File: config.mk
export PLATFORM = sky130hd
export DESIGN_NAME = dds_cmd_decoder
export DESIGN_NICKNAME = d
export VERILOG_FILES = /design/src/rtl/dds_cmd_decoder.sv
export SDC_FILE = /design/constraint.sdc
export NUM_CORES = 1
export LEC_CHECK = 0
export ABC_AREA = 1
export CAP_MARGIN = 20
export CORE_MARGIN = 2
export CORE_UTILIZATION = 47
export DETAILED_ROUTE_END_ITERATION = 12
export GPL_ROUTABILITY_DRIVEN = 1
export HOLD_SLACK_MARGIN = 0.1
export PLACE_DENSITY_LB_ADDON = 0.2
export SYNTH_ARGS = -nofsm -noshare
export SYNTH_HDL_FRONTEND = slang
export SYNTH_SLANG_ARGS = --single-unit
File: constraint.sdc
create_clock -name clk_i -period 18.3 [get_ports clk_i]
set_clock_uncertainty 0.15 [all_clocks]
set_input_delay 5.49 -clock clk_i [delete_from_list [all_inputs] [get_ports clk_i]]
set_output_delay 5.49 -clock clk_i [all_outputs]
set_load 0.03 [all_outputs]
File: src/rtl/dds_cmd_decoder.sv
// Byte-stream command decoder for the DDS voice core. It parses command frames into
// per-voice frequency and envelope registers, and drops aborted or malformed frames.
module dds_cmd_decoder #(
    parameter int          NUM_VOICES     = 8,
    parameter int          TIMEOUT_CYCLES = 50000,
    parameter logic [7:0]  ENV_RESET      = 8'h00,
    localparam int         VW             = (NUM_VOICES > 1) ? $clog2(NUM_VOICES) : 1,
    localparam int         CW             = $clog2(TIMEOUT_CYCLES + 1)
) (
    input  logic                      clk_i,
    input  logic                      reset_i,
    input  logic                      rx_valid_i,
    input  logic [7:0]                rx_data_i,
    input  logic                      spi_nss_i,
    output logic [16*NUM_VOICES-1:0]  freq_bus_o,
    output logic [8*NUM_VOICES-1:0]   env_bus_o,
    output logic                      upd_valid_o,
    output logic [VW-1:0]             upd_voice_o,
    output logic                      upd_is_env_o,
    output logic                      frame_err_o,
    output logic [7:0]                led_o
);

    typedef enum logic [1:0] {S_IDLE, S_FREQ_HI, S_FREQ_LO, S_ENV} state_t;

    state_t                          state_q, state_d;
    logic [VW-1:0]                   voice_q, voice_d;
    logic [7:0]                      hi_q, hi_d;
    logic [CW-1:0]                   cnt_q, cnt_d;
    logic [NUM_VOICES-1:0][15:0]     freq_q, freq_d;
    logic [NUM_VOICES-1:0][7:0]      env_q, env_d;
    logic                            upd_valid_q, upd_valid_d;
    logic [VW-1:0]                   upd_voice_q, upd_voice_d;
    logic                            upd_is_env_q, upd_is_env_d;
    logic                            frame_err_q, frame_err_d;
    logic [7:0]                      led_q, led_d;

    logic       accept, timeout, abort, cmd_ok;
    logic [7:0] cmd_m1;

    assign accept  = rx_valid_i & ~spi_nss_i;
    // The abort lands on the edge where the counter would reach TIMEOUT_CYCLES.
    assign timeout = (cnt_q >= CW'(TIMEOUT_CYCLES - 1));
    assign abort   = (state_q != S_IDLE) & (spi_nss_i | timeout);
    assign cmd_m1  = rx_data_i - 8'd1;
    assign cmd_ok  = (rx_data_i != 8'd0) && ({1'b0, rx_data_i} <= 9'(2 * NUM_VOICES));

    always_ff @(posedge clk_i or posedge reset_i) begin
        if (reset_i) begin
            state_q <= S_IDLE;
        end else begin
            state_q <= state_d;
        end
    end

    always_ff @(posedge clk_i or posedge reset_i) begin
        if (reset_i) begin
            voice_q      <= '0;
            hi_q         <= '0;
            cnt_q        <= '0;
            freq_q       <= '0;
            env_q        <= {NUM_VOICES{ENV_RESET}};
            upd_valid_q  <= 1'b0;
            upd_voice_q  <= '0;
            upd_is_env_q <= 1'b0;
            frame_err_q  <= 1'b0;
            led_q        <= '0;
        end else begin
            voice_q      <= voice_d;
            hi_q         <= hi_d;
            cnt_q        <= cnt_d;
            freq_q       <= freq_d;
            env_q        <= env_d;
            upd_valid_q  <= upd_valid_d;
            upd_voice_q  <= upd_voice_d;
            upd_is_env_q <= upd_is_env_d;
            frame_err_q  <= frame_err_d;
            led_q        <= led_d;
        end
    end

    always_comb begin
        state_d      = state_q;
        voice_d      = voice_q;
        hi_d         = hi_q;
        freq_d       = freq_q;
        env_d        = env_q;
        upd_valid_d  = 1'b0;
        upd_voice_d  = upd_voice_q;
        upd_is_env_d = upd_is_env_q;
        frame_err_d  = 1'b0;
        led_d        = led_q;

        if (state_q == S_IDLE || accept) begin
            cnt_d = '0;
        end else if (cnt_q != CW'(TIMEOUT_CYCLES)) begin
            cnt_d = cnt_q + CW'(1);
        end else begin
            cnt_d = cnt_q;
        end

        if (abort) begin
            state_d     = S_IDLE;
            frame_err_d = 1'b1;
        end else if (accept) begin
            case (state_q)
                S_IDLE: begin
                    if (cmd_ok) begin
                        voice_d = VW'(cmd_m1 >> 1);
                        led_d   = rx_data_i;
                        state_d = cmd_m1[0] ? S_ENV : S_FREQ_HI;
                    end else begin
                        frame_err_d = 1'b1;
                    end
                end
                S_FREQ_HI: begin
                    hi_d    = rx_data_i;
                    state_d = S_FREQ_LO;
                end
                S_FREQ_LO: begin
                    freq_d[voice_q] = {hi_q, rx_data_i};
                    upd_valid_d     = 1'b1;
                    upd_voice_d     = voice_q;
                    upd_is_env_d    = 1'b0;
                    state_d         = S_IDLE;
                end
                S_ENV: begin
                    env_d[voice_q] = rx_data_i;
                    upd_valid_d    = 1'b1;
                    upd_voice_d    = voice_q;
                    upd_is_env_d   = 1'b1;
                    state_d        = S_IDLE;
                end
                default: state_d = S_IDLE;
            endcase
        end
    end

    assign freq_bus_o   = freq_q;
    assign env_bus_o    = env_q;
    assign upd_valid_o  = upd_valid_q;
    assign upd_voice_o  = upd_voice_q;
    assign upd_is_env_o = upd_is_env_q;
    assign frame_err_o  = frame_err_q;
    assign led_o        = led_q;

endmodule

# Word level (Yosys, flattened, before mapping)
# Cells that the tools add are included.
# Widths: inputs -> output; s select.
# totals
register_bits,235
in_bits,12
word_cells,79
# classes
add_sub_neg,2
order_cmp,4
eq_ne,5
n_mux,21
bitwise,5
n_reduce_logical,17
# ops
op,count
$bwmux 128,1
$bwmux 64,1
$demux 16 s3,1
$mux 16,3
$demux 8 s3,1
$add 16x1->16 const B,1
$ge 16x16->1 const B,1
$ne 16x16->1 const B,1
$reduce_and 3->1,5
$le 8x5->1 const B,1
$mux 2,4
$mux 8,1
$reduce_bool 2->1,4
$reduce_bool 8->1,1
$mux 1,7
$pmux 2 s3,1
$eq 2x2->1 const B,2
$lt 3x4->1 const B,1
$reduce_and 4->1,1
$sub 4x1->4 const B,1
$ge 3x1->1 const B,1
$ne 3x3->1 const B,1
$and 1x1->1,2
$eq 2x1->1 const B,1
other kinds (8),10

# Longest topological paths before layout
# logic_depth
word_depth,6
depth_mapped,12
depth_no_buf,10

# Worst setup path after synthesis
# Ideal clock, no wire load.
# synth_timing
kind,input-to-reg
startpoint,input rx_data_i[0]
endpoint,register voice_q[0]
setup_ns,0.126
arrival_ns,6.705
required_ns,18.024
path_slack_ns,11.319
stages,9
path_cell_list,clkbuf_1 -> inv_1 -> ha_1 -> nand3_1 -> a21oi_1 -> nand4_2 -> buf_2 -> nand2_1 -> o21ai_0
# synth_via
elab_chain_len,3
# synth_rtl
element,line_no,rtl
"start, declared",13,"input logic [7:0] rx_data_i,"
$le 8x5->1 / $reduce_bool 8->1 (equally long branches),46,"assign cmd_ok = (rx_data_i != 8'd0) && ({1'b0, rx_data_i} <= 9'(2 * NUM_VOICES));"
$logic_and 1x1->1,46,
$reduce_and 4->1 (no line),-,
"end signal, assigned",69,voice_q <= voice_d;
"end, declared",27,"logic [VW-1:0] voice_q, voice_d;"
# Parallel ways exist; a longest one is shown, timed or not.
# A chain may end at the register's enable or synchronous reset.

# Worst setup path in the final report
# layout_timing
startpoint,input spi_nss_i
endpoint,register env_q (netlist bit env_bus_o[44])
# layout_via
elab_chain_len,4
# layout_rtl
element,line_no,rtl
"start, declared",14,"input logic spi_nss_i,"
$or 1x1->1,44,assign abort = (state_q != S_IDLE) & (spi_nss_i | timeout);
$and 1x1->1,44,
$not 1->1 (no line),-,
$reduce_and 3->1 (no line) *,-,
"end signal, assigned",62,env_q <= {NUM_VOICES{ENV_RESET}};
"end signal, assigned",73,env_q <= env_d;
"end, declared",31,"logic [NUM_VOICES-1:0][7:0] env_q, env_d;"
# Mark *: on every way between the ends. The rest lies on a longest branch, timed or not.

==> impl_metrics.prom <==
# TYPE chip_impl_metric gauge
chip_impl_info{name="result_of_the_run",value="complete, no violations"} 1
chip_impl_metric{name="clock_sinks",unit=""} 235
chip_impl_metric{name="timing.final.crit_period",unit="ns"} 7.90
chip_impl_metric{name="drive_above_1_share",unit=""} 0.111
chip_impl_metric{name="ratio_of_final_minimum_period_to_clock_period",unit=""} 0.432
chip_impl_metric{name="ios",unit=""} 218
chip_impl_metric{name="areaGrowthSynthToFinish",unit="%"} 28.7
chip_impl_metric{name="finalHoldViolations",unit=""} 0
chip_impl_metric{name="finalSetupTns",unit="ns"} 0
chip_impl_metric{name="overall_routing_resource_usage",unit=""} 0.269
chip_impl_metric{name="sequential_element_share_of_the_synthesized_area",unit=""} 0.555
chip_impl_metric{name="ys_ff_latch",unit=""} 235
chip_impl_metric{name="regToRegSetupSlack",unit="ns"} 15.32
chip_impl_metric{name="floorplan.die.width",unit="µm"} 154
chip_impl_metric{name="die_height",unit="µm"} 154
chip_impl_metric{name="post_synth_xor_area_fraction",unit=""} 0.00248
chip_impl_metric{name="detailed_place_hpwl",unit="mm"} 19.3
chip_impl_info{name="synth_top_family_by_area",value="simple AND/OR/NAND/NOR gates"} 1
chip_impl_info{name="r2r_endpoint",value="hi_q[6]"} 1
chip_impl_metric{name="async_reset_ff_frac",unit=""} 1.00
chip_impl_metric{name="num-fill-cells",unit=""} 1849
chip_impl_metric{name="nets",unit=""} 1309
chip_impl_metric{name="basic_gate_share_of_the_synthesized_area_counting_and_or_nand_and_nor_cells",unit=""} 0.344
chip_impl_metric{name="htreeDepth",unit=""} 1
chip_impl_metric{name="post_synthesis_mux_area_share",unit=""} 0
chip_impl_metric{name="routed-via-count",unit=""} 9024
chip_impl_info{name="reg2reg_from",value="cnt_q[0]"} 1
chip_impl_info{name="end_kind",value="flip-flop"} 1
chip_impl_metric{name="detail_route.first_pass.iterations",unit=""} 5
chip_impl_metric{name="timing.reg2reg.worst_path_depth",unit=""} 8
chip_impl_metric{name="required",unit="ns"} 18.60
chip_impl_metric{name="critical_path_arrival",unit="ns"} 8.19
chip_impl_info{name="critical_path_type",value="primary input to flip-flop"} 1
chip_impl_metric{name="post_synth.cell_area_avg",unit="µm²"} 9.41
chip_impl_metric{name="antenna_found_initial",unit=""} 0
chip_impl_metric{name="ir_worst_vdd",unit="mV"} 0.0827
chip_impl_metric{name="grt_start_max_net_pins",unit=""} 115
chip_impl_metric{name="insertedDiodeCount",unit=""} 0
chip_impl_metric{name="floorplan.die_area",unit="µm²"} 23700
chip_impl_metric{name="place_worst_setup_slack",unit="ns"} 9.13
chip_impl_metric{name="fin_hold_ws",unit="ns"} 0.328
chip_impl_metric{name="timing.fmax",unit="MHz"} 127
chip_impl_info{name="ctsRootBufferMaster",value="sky130_fd_sc_hd__clkbuf_16"} 1
chip_impl_metric{name="crit_fanout",unit=""} 88
chip_impl_metric{name="power_per_cell_area",unit="nW/µm²"} 105
chip_impl_metric{name="synthesis.nets",unit=""} 1141
chip_impl_metric{name="grt_first_pass_wirelength",unit="mm"} 50.2
chip_impl_metric{name="tightestPinTransition",unit="ns"} 1.12
chip_impl_metric{name="setup_slack",unit="ns"} 10.40
chip_impl_metric{name="maxCapViolCount",unit=""} 0
chip_impl_metric{name="setup_violations",unit=""} 0
chip_impl_metric{name="synthesis.instances",unit=""} 1125
chip_impl_metric{name="yosysWarningCount",unit=""} 0
chip_impl_metric{name="postRouteWirelength",unit="mm"} 31.8
chip_impl_metric{name="ctsHoldBuffers",unit=""} 0
chip_impl_info{name="synth-main-ff-cell",value="sky130_fd_sc_hd__dfrtp_1"} 1
chip_impl_info{name="startpoint_type",value="primary input"} 1
chip_impl_metric{name="synth_edf_count",unit=""} 0
chip_impl_info{name="min_delay_worst_endpoint",value="env_bus_o[7]"} 1
chip_impl_metric{name="leakage_dissipation",unit="nW"} 6.57
chip_impl_metric{name="clk_path_buf_depth",unit=""} 3
chip_impl_metric{name="rows",unit=""} 54
chip_impl_metric{name="fp.coreArea",unit="µm²"} 22000
chip_impl_metric{name="globalRouteOverflowTotal",unit=""} 0
chip_impl_info{name="cts_tree",value="yes"} 1
chip_impl_info{name="startpoint_of_the_most_critical_hold_path",value="env_bus_o[7]"} 1
chip_impl_metric{name="start_util",unit=""} 0.482
chip_impl_metric{name="cts_resized",unit=""} 0
chip_impl_metric{name="worst_skew_pair.late_latency",unit="ns"} 0.52
chip_impl_metric{name="route.detailed.vias_per_inst",unit=""} 5.67
chip_impl_metric{name="cts_post_setup_buffers_inserted",unit=""} 0
chip_impl_metric{name="timing.slew.headroom",unit=""} 0.254
chip_impl_metric{name="clkSlewWorstSetupHoldPaths",unit="ns"} 0.06
chip_impl_metric{name="route.antenna.remaining_nets",unit=""} 0
chip_impl_metric{name="gp_congestion",unit=""} 0.862
chip_impl_metric{name="avgRoutedWirePerCell",unit="µm"} 20.0
chip_impl_metric{name="holdPathStages",unit=""} 2
chip_impl_metric{name="drt_first_iter_violations",unit=""} 739
chip_impl_metric{name="synth_compound_area_frac",unit=""} 0.0255
chip_impl_metric{name="io_buffers",unit=""} 217
chip_impl_metric{name="cts-buffers-inserted",unit=""} 25
chip_impl_metric{name="netlist_area",unit="µm²"} 10600
chip_impl_metric{name="drcViolationCount",unit=""} 0
chip_impl_info{name="hold_class",value="flip-flop to flip-flop"} 1
chip_impl_info{name="unrepaired_setup_endpoints_after_global_routing",value="no"} 1
chip_impl_metric{name="synth.distinct_cells",unit=""} 34
chip_impl_metric{name="slew_violations",unit=""} 0
chip_impl_metric{name="first_global_vias",unit=""} 8572
chip_impl_metric{name="synthAdderAreaFrac",unit=""} 0.00473
worst max-delay path: stages:
cell	delay, ns
sky130_fd_sc_hd__clkdlybuf4s50_1	0.49
sky130_fd_sc_hd__nor2_4	0.13
sky130_fd_sc_hd__buf_4	0.44
sky130_fd_sc_hd__nand2_1	0.17
sky130_fd_sc_hd__a21oi_4	0.42
sky130_fd_sc_hd__buf_4	0.40
sky130_fd_sc_hd__buf_16	0.35
sky130_fd_sc_hd__nand4_1	0.13
sky130_fd_sc_hd__nand2_1	0.12
logic make-up after synthesis:
family	Yosys count
xor gates and xnor gates	3
DFF	235
adders and majority gates	4
and+or+nand+nor	693
buffers and inverters	141
AOI/OAI and AO/OA	49
report_power, final:
| part | leakage [nW] | internal [mW] | total, mW | switching (mW) |
|---|---|---|---|---|
| clock network | 0.387 | 0.283 | 0.488 | 0.205 |
| logic | 2.95 | 0.107 | 0.313 | 0.206 |
| registers | 3.23 | 0.566 | 0.631 | 0.0654 |
| total | 6.57 | 0.955 | 1.43 | 0.477 |
how the worst max path moves through the flow:
stage | start | end | cells past startpoint
after floorplan | reset_i | cnt_q[0] | 1
after global placement | spi_nss_i | freq_bus_o[88] | 8
after detailed placement | rx_valid_i | freq_bus_o[70] | 9
after CTS | rx_valid_i | env_bus_o[44] | 9
after global routing | spi_nss_i | env_bus_o[45] | 9
final | spi_nss_i | env_bus_o[44] | 9
area by class of cell:
class	instances	area (µm²)	share of cell area
sequential	235	5880	0.432
clock inverter	9	80.1	0.00588
inverter	41	164	0.0120
tap	280	350	0.0257
clock buffer	36	707	0.0519
multi-input combinational	749	3990	0.293
timing repair buffer	241	2450	0.180
layout by cell type, fill, tap and decap left out, drive strengths merged, types with 2 or more instances in the layout:
master	count
nand2	427
dfrtp	235
clkdlybuf4s50	217
nand4	213
inv	41
clkbuf	36
o21ai	32
buf	24
nor2	22
nand3	14
a21oi	13
nor3	13
clkinv	7
ha	4
xor2	2
nor4	2
state kept, by name, summed over array words and instances (netlist names):
register      flops
freq_bus_o      128
env_bus_o        64
cnt_q            16
hi_q              8
led_o             8
upd_voice_o       3
voice_q           3
state_q           2
frame_err_o       1
upd_is_env_o      1
upd_valid_o       1
routing by layer:
layer / share of wire / up-vias / routed length [µm] / track usage
met5: 0 / - / 0 / 0
li1: - / 4172 / - / -
met2: 0.46 / 428 / 14800 / 0.410
met3: 0.090 / 62 / 2860 / 0.0631
met4: 0.025 / 0 / 807 / 0.0779
met1: 0.42 / 4362 / 13400 / 0.385
synthesized netlist by cell type (9+ instances only):
library cell	count	area [µm²]
sky130_fd_sc_hd__o21ai_0	27	135
sky130_fd_sc_hd__nand2_1	384	1440
sky130_fd_sc_hd__buf_6	10	113
sky130_fd_sc_hd__buf_4	15	113
sky130_fd_sc_hd__nand2_2	43	269
sky130_fd_sc_hd__clkbuf_1	41	154
sky130_fd_sc_hd__buf_1	9	33.8
sky130_fd_sc_hd__nand3_1	14	70.1
sky130_fd_sc_hd__nand4_4	16	340
sky130_fd_sc_hd__a21oi_1	11	55.1
sky130_fd_sc_hd__inv_1	35	131
sky130_fd_sc_hd__buf_2	23	115
sky130_fd_sc_hd__nand4_1	196	1230
sky130_fd_sc_hd__dfrtp_1	235	5880
sky130_fd_sc_hd__nor2_1	20	75.1
through the flow:
| step | power [mW] | cells | cell area (µm²) | util |
|---|---|---|---|---|
| floorplan | 0.809 | 1125 | 10600 | - |
| global placement | 0.933 | 1539 | 12700 | 0.578 |
| detailed placement | 0.943 | 1540 | 12700 | 0.579 |
| CTS | 1.43 | 1585 | 13500 | 0.615 |
| global route | 1.49 | 1591 | 13600 | 0.621 |
| finish | 1.43 | 1591 | 13600 | 0.621 |
Power figures use the tool's default switching activity.
==> RTL edit 1, RTL diff (same flow settings) <==
Encoding of `state_t`: now Gray code (2 bits for 4 states).
--- a/src/rtl/dds_cmd_decoder.sv
+++ b/src/rtl/dds_cmd_decoder.sv
@@ -22,5 +22,5 @@
 );
 
-    typedef enum logic [1:0] {S_IDLE, S_FREQ_HI, S_FREQ_LO, S_ENV} state_t;
+    typedef enum logic [1:0] {S_IDLE = 2'b00, S_FREQ_HI = 2'b01, S_FREQ_LO = 2'b11, S_ENV = 2'b10} state_t;
 
     state_t                          state_q, state_d;
Function: no difference found for any inputs over 4 cycles, from zero or initial values and one cycle with reset_i high; so few cycles prove little.
==> RTL edit 1 against the unedited design <==
Design area rose by 7.6%. Sequential cell count did not move. Hold slack improved by 15 ps. Synthesized area rose by 7.1%. Wire length rose by 4.6%. Utilization barely moved. Via count rose by 4.4%. Register-to-register slack barely moved. Worst setup slack improved by 190 ps. Sequential share of layout area fell by 3.1 points. Critical path type unchanged. Highest routed layer unchanged.
Power is not compared: it rests on default switching activity, and its combinational part moved more than twofold at a synthesized area within 25%.
==> RTL edit 1: results <==
set metrics [dict create \
    status "completed" \
    syn_avg_cell_area_um2 8.55 \
    route.vias.total 9421 \
    relSlewSlack 0.304 \
    ys_seq_area_frac 0.518 \
    cp_max_fo 51 \
    place_area_um2 13600 \
    synthTopCellsByArea "dfrtp_1 (52%), o21bai_1 (13%), nand3_1 (9.3%), nand2_1 (8.2%), inv_1 (7.5%)" \
    grt_pass1_wl_mm 52.5 \
    post-cts-setup-buffers 0 \
    grtUsageTotal 0.259 \
    yosysUniqueCellTypes 25 \
    synth-compound-area-share 0.142 \
    ys_top_cells_by_count "nand2_1 (248), dfrtp_1 (235), inv_1 (228)" \
    wl_per_cell_um 18.2 \
    synthAdderAreaFrac 0.00441 \
    dr.first_iter.drc_count 652 \
    synth_fp_nets 1343 \
    place_ws_ps 9780 \
    dr.pass1.iters 7 \
    grt_max_degree 110 \
    fin_nets 1512 \
    place.gp.congestion 0.816 \
    drive_gt1_frac 0.0640 \
    arrival_ps 7950 \
    synth_xor_area_frac 0.00463 \
    fin_cells 1835 \
]
## RTL edit 1: changes by cell type in the layout (fill, tap and decap cells not counted), sizes merged, moves of 4 or more
cell	before	now
nand2	427	248
xor2	2	6
nand4	213	7
nand3	14	211
bufinv	1	7
nor2	22	35
inv	41	239
o21ai	32	17
o21bai	0	192
## RTL edit 1: cell type report
class	count	area, um^2
Timing Repair Buffer	241	2400
Clock inverter	15	253
Inverter	239	907
Fill cell	2036	8950
Clock buffer	33	738
Multi-Input combinational cell	753	4090
Sequential cell	235	5880
Tap cell	319	399
## RTL edit 1: cells by family (layout without fill, tap and decap cells)
logic type | after synthesis | count (layout)
AO/OA/AOI/OAI | 225 | 225
XOR/XNOR | 6 | 6
adder cells (fa/ha/maj) | 4 | 4
buffers and inverters | 339 | 528
flip-flops | 235 | 235
AND/OR/NAND/NOR | 518 | 518
## RTL edit 1: worst paths after layout
check	from	endpoint	slack (ps)	cells after the start
setup reg to reg	cnt_q[0]	freq_bus_o[56]	15310	9
min in group asynchronous	reset_i	cnt_q[5]	5370	2
hold / removal	upd_voice_o[2]	upd_voice_o[2]	340	2
hold reg to reg	upd_voice_o[2]	upd_voice_o[2]	340	2
max in group asynchronous	reset_i	env_bus_o[40]	11220	3
setup / recovery	rx_valid_i	env_bus_o[53]	10590	8
## RTL edit 1: routing by layer
layer  share of wire  up-vias  GRT usage
met2            0.48      314      0.422
li1                -     4493          -
met5               0        -          0
met1            0.44     4569      0.361
met3           0.068       45     0.0505
met4           0.019        0     0.0603
## RTL edit 1: worst max-delay path: stages
cell	delay (ps)
clkdlybuf4s50_1	470
inv_1	40
or2_1	300
nor2_4	160
nand4_1	620
buf_4	570
o21bai_1	210
nand2_1	80
==> RTL edit 2, RTL diff (config.mk and constraints unchanged) <==
Without the edit above. The parameter `TIMEOUT_CYCLES` goes from 50000 to 25000.
--- a/src/rtl/dds_cmd_decoder.sv
+++ b/src/rtl/dds_cmd_decoder.sv
@@ -3,5 +3,5 @@
 module dds_cmd_decoder #(
     parameter int          NUM_VOICES     = 8,
-    parameter int          TIMEOUT_CYCLES = 50000,
+    parameter int          TIMEOUT_CYCLES = 25000,
     parameter logic [7:0]  ENV_RESET      = 8'h00,
     localparam int         VW             = (NUM_VOICES > 1) ? $clog2(NUM_VOICES) : 1,
Check against the original RTL: same outputs for any inputs over 4 cycles, from zero or initial values and one cycle with reset_i high; that may be too few to reach the edited logic, so the function may still have changed.
==> RTL edit 2 against the unedited design <==
Synthesized area is 7.1% lower. Design area is 4.9% lower. Wire length is 8.2% lower. Worst setup slack worse by 1100 ps. Sequential share of layout area is 2.0 points higher. Non-clock buffer count is 11 lower. Sequential cell count is 1 lower. Critical path depth is 1 lower. First-iteration DRC count is 4.7% higher. Maximum frequency is 13% lower. Total power is 12% lower. Critical path type unchanged.
==> RTL edit 2: results <==
set metrics [dict create \
    yosysUniqueCellTypes 25 \
    worstRegToRegCells 7 \
    worst_hold_slack_ps 328 \
    met2_usage 0.424 \
    dr_wl_met3_mm 2.49 \
    viasPerCell 5.40 \
    dp_hpwl_mm 18.3 \
    wl_met2_mm 13.7 \
    worstHoldStart "freq_bus_o[101]" \
    arrival_ps 9340 \
    grt_pass1_vias 8073 \
    grt_pass1_wl_mm 45.6 \
    numCtsBuffers 24 \
    swShare 0.284 \
    rrSetupSlack_ps 14540 \
    grt_max_degree 101 \
    endpoint "freq_bus_o[72]" \
    syn_avg_cell_area_um2 8.78 \
    wl_per_cell_um 18.5 \
    synth-compound-area-share 0.0176 \
    use_met3 0.0436 \
    r2r_start "state_q[1]" \
    hold_end "freq_bus_o[101]" \
    status "completed" \
    synthTopCellsByArea "dfrtp_1 (60%), nand2_1 (17%), nand3_1 (11%), nand4_1 (1.7%), clkbuf_1 (1.6%)" \
    crit_slowest_cell "nor2_4" \
    synthAdderAreaFrac 0.00509 \
    synth_xor_area_frac 0.00356 \
    grtUsageTotal 0.264 \
    leakage_nw 6.56 \
    relSlewSlack 0.265 \
    cp_max_fo 84 \
    use_met1 0.381 \
    worst_path_largest_cell_delay_ps 930 \
    dr.first_iter.drc_count 774 \
]
RTL edit 2: cell types whose count changed after synthesis, moves of 7 or more:
cell     before  now
nand2_1     384  441
o21ai_0      27   20
nand2_2      43    0
buf_6        10    0
nor2_1       20   28
nor3_4        8    0
buf_1         9    2
nand4_4      16    2
nand4_1     196   27
nand3_1      14  209
nor3_2        0    9
RTL edit 2: stage by stage:
step	power, mW	setup WS, ps
2_1_floorplan	0.682	6240
3_3_place_gp	0.760	8870
3_5_place_dp	0.763	8810
4_1_cts	1.27	9290
5_1_grt	1.31	8950
6_report	1.27	9250
RTL edit 2: final cells by class:
type	count	area [um^2]
flip-flops and latches	234	5860
inverters	38	150
clock inverters	7	110
fillers	1667	7400
well taps	270	338
repair buffers	230	2290
clock buffers	35	713
multi-input cells	767	3500
RTL edit 2: worst register-to-register path, cell delays in order, from the launching register on:
cell and delay, ps:
dfrtp_1 420, inv_1 90, nor2_4 400, nand4_1 560, nor2_4 930, buf_4 780
nand3_1 230, nand2_1 120
